File: src/rtl/config_write_sequencer.sv
// config_write_sequencer
//
// Host-side initiator for the DSP chiplet's mode configuration register.
// Accepts a config word over a valid/ready port, issues a one-cycle write
// strobe with data, waits a settle window, reads the register back, and
// retries on mismatch up to a bounded count before reporting done or error.
//
// Build option:
//   CFG_SEQ_VERIFY_EN  defined   -> WRITE, SETTLE, CHECK with readback/retry
//                      undefined -> WRITE goes straight back to IDLE with a
//                                   done pulse; error and retry_count are 0
//                                   and cfg_config_mode is ignored
//
// Ports:
//   clk               system clock, rising edge
//   reset_n           synchronous reset, active low
//   req_valid         host offers a new config value
//   req_ready         sequencer can accept (IDLE only)
//   req_config        requested config value, sampled at accept
//   cfg_write_enable  one-cycle write strobe to the config register
//   cfg_config_in     data to the config register, held between strobes
//   cfg_config_mode   readback of the register's current value
//   busy              request in flight
//   done              one-cycle pulse: write verified
//   error             one-cycle pulse: retries exhausted
//   retry_count       re-writes used by the current or last request
//
// All outputs are registered.

module config_write_sequencer #(
  parameter int CFG_W         = 5,
  parameter int SETTLE_CYCLES = 2,
  parameter int MAX_RETRY     = 3
) (
  input  logic             clk,
  input  logic             reset_n,
  input  logic             req_valid,
  output logic             req_ready,
  input  logic [CFG_W-1:0] req_config,
  output logic             cfg_write_enable,
  output logic [CFG_W-1:0] cfg_config_in,
  input  logic [CFG_W-1:0] cfg_config_mode,
  output logic             busy,
  output logic             done,
  output logic             error,
  output logic [3:0]       retry_count
);

  localparam logic [1:0] ST_IDLE   = 2'd0;
  localparam logic [1:0] ST_WRITE  = 2'd1;
`ifdef CFG_SEQ_VERIFY_EN
  localparam logic [1:0] ST_SETTLE = 2'd2;
  localparam logic [1:0] ST_CHECK  = 2'd3;

  // Counter is loaded with SETTLE_CYCLES-1 in WRITE and SETTLE exits on
  // zero, giving exactly SETTLE_CYCLES cycles in SETTLE.
  localparam logic [3:0] SETTLE_INIT = 4'(SETTLE_CYCLES - 1);
  localparam logic [3:0] MAX_RETRY_L = 4'(MAX_RETRY);
`endif

  logic [1:0]       state_q,  state_d;
  logic             ready_q,  ready_d;
  logic             we_q,     we_d;
  logic [CFG_W-1:0] cfg_in_q, cfg_in_d;
  logic             busy_q,   busy_d;
  logic             done_q,   done_d;

`ifdef CFG_SEQ_VERIFY_EN
  logic [CFG_W-1:0] shadow_q, shadow_d;
  logic [3:0]       settle_q, settle_d;
  logic [3:0]       retry_q,  retry_d;
  logic             error_q,  error_d;
`else
  // Readback and the verify parameters have no function in this build.
  logic [CFG_W-1:0] unused_cfg_mode;
  localparam int unused_params = SETTLE_CYCLES + MAX_RETRY;
  assign unused_cfg_mode = cfg_config_mode;
`endif

  // Next-state logic. The strobe and its data are computed on the transition
  // into WRITE so that the registered outputs are valid during WRITE itself.
  always_comb begin
    state_d  = state_q;
    we_d     = 1'b0;
    cfg_in_d = cfg_in_q;
    done_d   = 1'b0;
`ifdef CFG_SEQ_VERIFY_EN
    shadow_d = shadow_q;
    settle_d = settle_q;
    retry_d  = retry_q;
    error_d  = 1'b0;
`endif

    case (state_q)
      ST_IDLE: begin
        if (req_valid && ready_q) begin
          state_d  = ST_WRITE;
          we_d     = 1'b1;
          cfg_in_d = req_config;
`ifdef CFG_SEQ_VERIFY_EN
          shadow_d = req_config;
          retry_d  = '0;
`endif
        end
      end

      ST_WRITE: begin
`ifdef CFG_SEQ_VERIFY_EN
        settle_d = SETTLE_INIT;
        state_d  = ST_SETTLE;
`else
        state_d  = ST_IDLE;
        done_d   = 1'b1;
`endif
      end

`ifdef CFG_SEQ_VERIFY_EN
      ST_SETTLE: begin
        if (settle_q == '0) begin
          state_d = ST_CHECK;
        end else begin
          settle_d = settle_q - 4'd1;
        end
      end

      ST_CHECK: begin
        if (cfg_config_mode == shadow_q) begin
          state_d = ST_IDLE;
          done_d  = 1'b1;
        end else if (retry_q < MAX_RETRY_L) begin
          retry_d  = retry_q + 4'd1;
          state_d  = ST_WRITE;
          we_d     = 1'b1;
          cfg_in_d = shadow_q;
        end else begin
          state_d = ST_IDLE;
          error_d = 1'b1;
        end
      end
`endif

      default: begin
        state_d = ST_IDLE;
      end
    endcase

    // Status outputs follow the state being entered so they line up with it.
    busy_d  = (state_d != ST_IDLE);
    ready_d = (state_d == ST_IDLE);
  end

  always_ff @(posedge clk) begin
    if (!reset_n) begin
      state_q  <= ST_IDLE;
      ready_q  <= 1'b0;
      we_q     <= 1'b0;
      cfg_in_q <= '0;
      busy_q   <= 1'b0;
      done_q   <= 1'b0;
`ifdef CFG_SEQ_VERIFY_EN
      shadow_q <= '0;
      settle_q <= '0;
      retry_q  <= '0;
      error_q  <= 1'b0;
`endif
    end else begin
      state_q  <= state_d;
      ready_q  <= ready_d;
      we_q     <= we_d;
      cfg_in_q <= cfg_in_d;
      busy_q   <= busy_d;
      done_q   <= done_d;
`ifdef CFG_SEQ_VERIFY_EN
      shadow_q <= shadow_d;
      settle_q <= settle_d;
      retry_q  <= retry_d;
      error_q  <= error_d;
`endif
    end
  end

  assign req_ready        = ready_q;
  assign cfg_write_enable = we_q;
  assign cfg_config_in    = cfg_in_q;
  assign busy             = busy_q;
  assign done             = done_q;
`ifdef CFG_SEQ_VERIFY_EN
  assign error            = error_q;
  assign retry_count      = retry_q;
`else
  assign error            = 1'b0;
  assign retry_count      = '0;
`endif

endmodule
File: config.mk
export PLATFORM = sky130hd
export DESIGN_NAME = config_write_sequencer
export DESIGN_NICKNAME = d
export VERILOG_FILES = /design/src/rtl/config_write_sequencer.sv
export SDC_FILE = /design/constraint.sdc
export NUM_CORES = 1
export LEC_CHECK = 0
export ABC_AREA = 1
export BUFFER_PORTS_ARGS = -buffer_cell sky130_fd_sc_hd__clkbuf_2
export CORE_MARGIN = 3
export CORE_UTILIZATION = 30
export CTS_CLUSTER_DIAMETER = 30
export DETAILED_ROUTE_END_ITERATION = 16
export PLACE_DENSITY_LB_ADDON = 0.15
export SLEW_MARGIN = 0
export SYNTH_ARGS = -nofsm -noshare
export SYNTH_HDL_FRONTEND = slang
export SYNTH_SLANG_ARGS = --single-unit
File: constraint.sdc
create_clock -name clk -period 1.2 [get_ports clk]
set_clock_uncertainty 0.05 [all_clocks]
set_input_delay 0.36 -clock clk [delete_from_list [all_inputs] [get_ports clk]]
set_output_delay 0.36 -clock clk [all_outputs]
set_load 0.01 [all_outputs]
==> impl_results.md <==
- Status: completed
- Int Power: about 0.53 mW
- Period Utilization, post-route: 0.947
- Vias in the first global route: 275
- Initial antenna violation count: 0
- Fin area: 502 um2
- Detailed Routing Iterations Pass 1: 2
- Post-synthesis sequential area ratio: 0.548
- CP Launch Type: flip-flop
- Endpoints failing setup: 0
- Routed length per instance: 9.12 um
- Most used flip-flop cell after synthesis: dfxtp_1
- Post-synth EDFFs: 0
- Worst Setup End Kind: output pin
- Storage cell area: about 220 um2
- Setup TNS: 0 ns
- Synth unique cells: 12
- Clock Power Share: 0.353
- FP Rows: 12
- Syn-to-layout area delta: 24.9%
- Setup Buffers After CTS: 0
- Global-route wire length before repair: 1.15 mm
- GPL Wtd Cong: 0.632
- Max Slew Vio Count: 0
- Clk_lat worst skew: 0.26 ns
- Net switching power: 0.165 mW
- Clk buf depth: 2
- CP Class: flip-flop to output pin
- Antenna diodes: 0
- Die footprint: 1810 um2
- Largest net degree at the start of global routing: 13
- Syn Std Cell Area: 402 um2
- DPL Wire Length: 519 um
- Port bufs: 16
- FILL cells: 141
- Final net count: between 70 and 80
- Initial Utilization: 0.339
- Critical path, cell by cell: clkbuf_2
- Max Cap Violations: 0
- Reg power frac: 0.554
- Die width: 42.6 um
- Logic pwr share: 0.093
- CP Buf/Inv Count: 1
- Max Freq: roughly 0.88 GHz
- Power density cells: 1380 nW/um2
- Vias/cell: 4.30
- Grt total ovfl: 0
- Via count: approximately 330
- Synth top area share: 0.548
- CP peak stage delay: between 0.3 and 0.4 ns
- Area of the multi-input gates: 148 um2
- Share of layout cells above drive strength 1: 0.381
- CTS sink count: 11
- Cells after synthesis: 44
- Iter 0 DRT Violations: 6
- DP Area: roughly 470 um2
- Number of I/O pins: 27
- Final min period: 1.14 ns
- Switching Share: 0.238
- DRC: 0
- VDD IR max: 0.000732 V
- Root buffer cell: clkbuf_4
- #FFs+latches synth: 11
- Num CTS Buffers: 3
- RSZ-0062 raised after global routing: no
- CP top delay family: flip-flops
- Worst-path fanout max: 2
- Yosys warning count: 0
- Hold WC Path Type: input pin to flip-flop
- Clk slew on worst S/H paths: roughly 0.070 ns
- CP Data Required Time: 0.79 ns
- Routed Antenna Nets: 0
- Ys async rst share: 0
- Synth top cells by count: 11 x dfxtp_1, 7 x nand2_1, 6 x buf_4
- Syn_area_per_cell: about 9 um2
- Final hold violation count: 0
- Leakage: approximately 0.27 nW
- Synth area leader: dfxtp_1
- Top-count cell post-synth: dfxtp_1
- CP max stage cell: dfxtp_1
- Vert. Die Dim: between 40 and 50 um
- Synth area leaders: dfxtp_1 55%, buf_4 11%, nand4_1 7.8%
- Core Area: 1190 um2
- Final WL: between 700 and 800 um
- TritonCTS clock tree: yes
- Critical Path AT: 0.73 ns
- H-tree depth: 1
- All-Layer GR Usage: 0.0931
[power groups by stage]
stage / Clock [mW] / Sequential, mW / Combinational, mW
global placement: 0 / 0.393 / 0.0644
global route: 0.282 / 0.387 / 0.0713
finish: 0.245 / 0.385 / 0.0643
CTS: 0.261 / 0.384 / 0.0648
floorplan: 0 / 0.398 / 0.0467
detailed placement: 0 / 0.393 / 0.0646
[stage by stage]
| stage | utilization | hold slack (ns) | instances | setup slack (ns) | total power, mW |
|---|---|---|---|---|---|
| 6_report | 0.423 | 0.278 | 77 | 0.0638 | 0.694 |
| 2_1_floorplan | - | 0.384 | 49 | 0.322 | 0.444 |
| 4_1_cts | 0.421 | 0.276 | 77 | 0.0357 | 0.710 |
| 3_3_place_gp | 0.399 | 0.404 | 73 | 0.191 | 0.457 |
| 3_5_place_dp | 0.399 | 0.401 | 73 | 0.193 | 0.457 |
| 5_1_grt | 0.423 | 0.272 | 77 | 0.00107 | 0.740 |
[timing repair]
action,in CTS,in global routing
hold buffers,0,0
setup endpoints to repair,0,2
gates resized for setup,0,2
[placed cells by master, fill, tap and decap left out]
cell type | Yosys | routed
clkbuf_4 | 0 | 3
a21oi_1 | 1 | 1
nor2_1 | 4 | 4
nand3_1 | 5 | 5
nand4_1 | 5 | 5
nand2_4 | 1 | 1
clkbuf_1 | 0 | 1
inv_1 | 1 | 1
dfxtp_2 | 0 | 2
dfxtp_1 | 11 | 9
nor2_4 | 1 | 1
conb_1 | 1 | 6
inv_2 | 1 | 1
clkbuf_2 | 0 | 16
nand2_1 | 7 | 7
[flip-flops by register name (all words and copies together), names as in the netlist]
signal / count
state_q: 2
done: 1
cfg_write_enable: 1
req_ready: 1
busy: 1
cfg_config_in: 5
[path summary, 6_finish.rpt]
path / start / endpoint / slack [ns] / cells past startpoint
max: cfg_config_in[2]$_SDFFE_PN0P_ / cfg_config_in[2] / 0.06 / 1
min: req_config[1] / cfg_config_in[1]$_SDFFE_PN0P_ / 0.28 / 3
max reg2reg: state_q[1]$_SDFF_PN0_ / cfg_config_in[2]$_SDFFE_PN0P_ / 0.26 / 4
min reg2reg: cfg_config_in[3]$_SDFFE_PN0P_ / cfg_config_in[3]$_SDFFE_PN0P_ / 0.41 / 2
[layout make-up]
cell class	count	share of cell area
flip-flops and latches	11	0.444
multi-input cells	30	0.294
repair buffers	16	0.160
clock buffers	4	0.0524
well taps	14	0.0349
inverters	2	0.0150
[cell families (layout without fill, tap and decap cells)]
group,after synthesis,count (layout),share of synthesized area
DFF,11,11,0.548
buffers and inverters,8,22,0.131
and+or+nand+nor,23,23,0.299
other,1,6,0.00934
AOI/OAI and AO/OA,1,1,0.0124
[metal layers]
layer  vias to the layer above  track usage  wire length [um]
li1                        171            -                 -
met1                       140       0.0987               275
met2                        20        0.125               323
met3                         0       0.0773               104
met4                         0       0.0559                 0
met5                         -            0                 0
No activity file was read; power rests on OpenSTA's default activity.
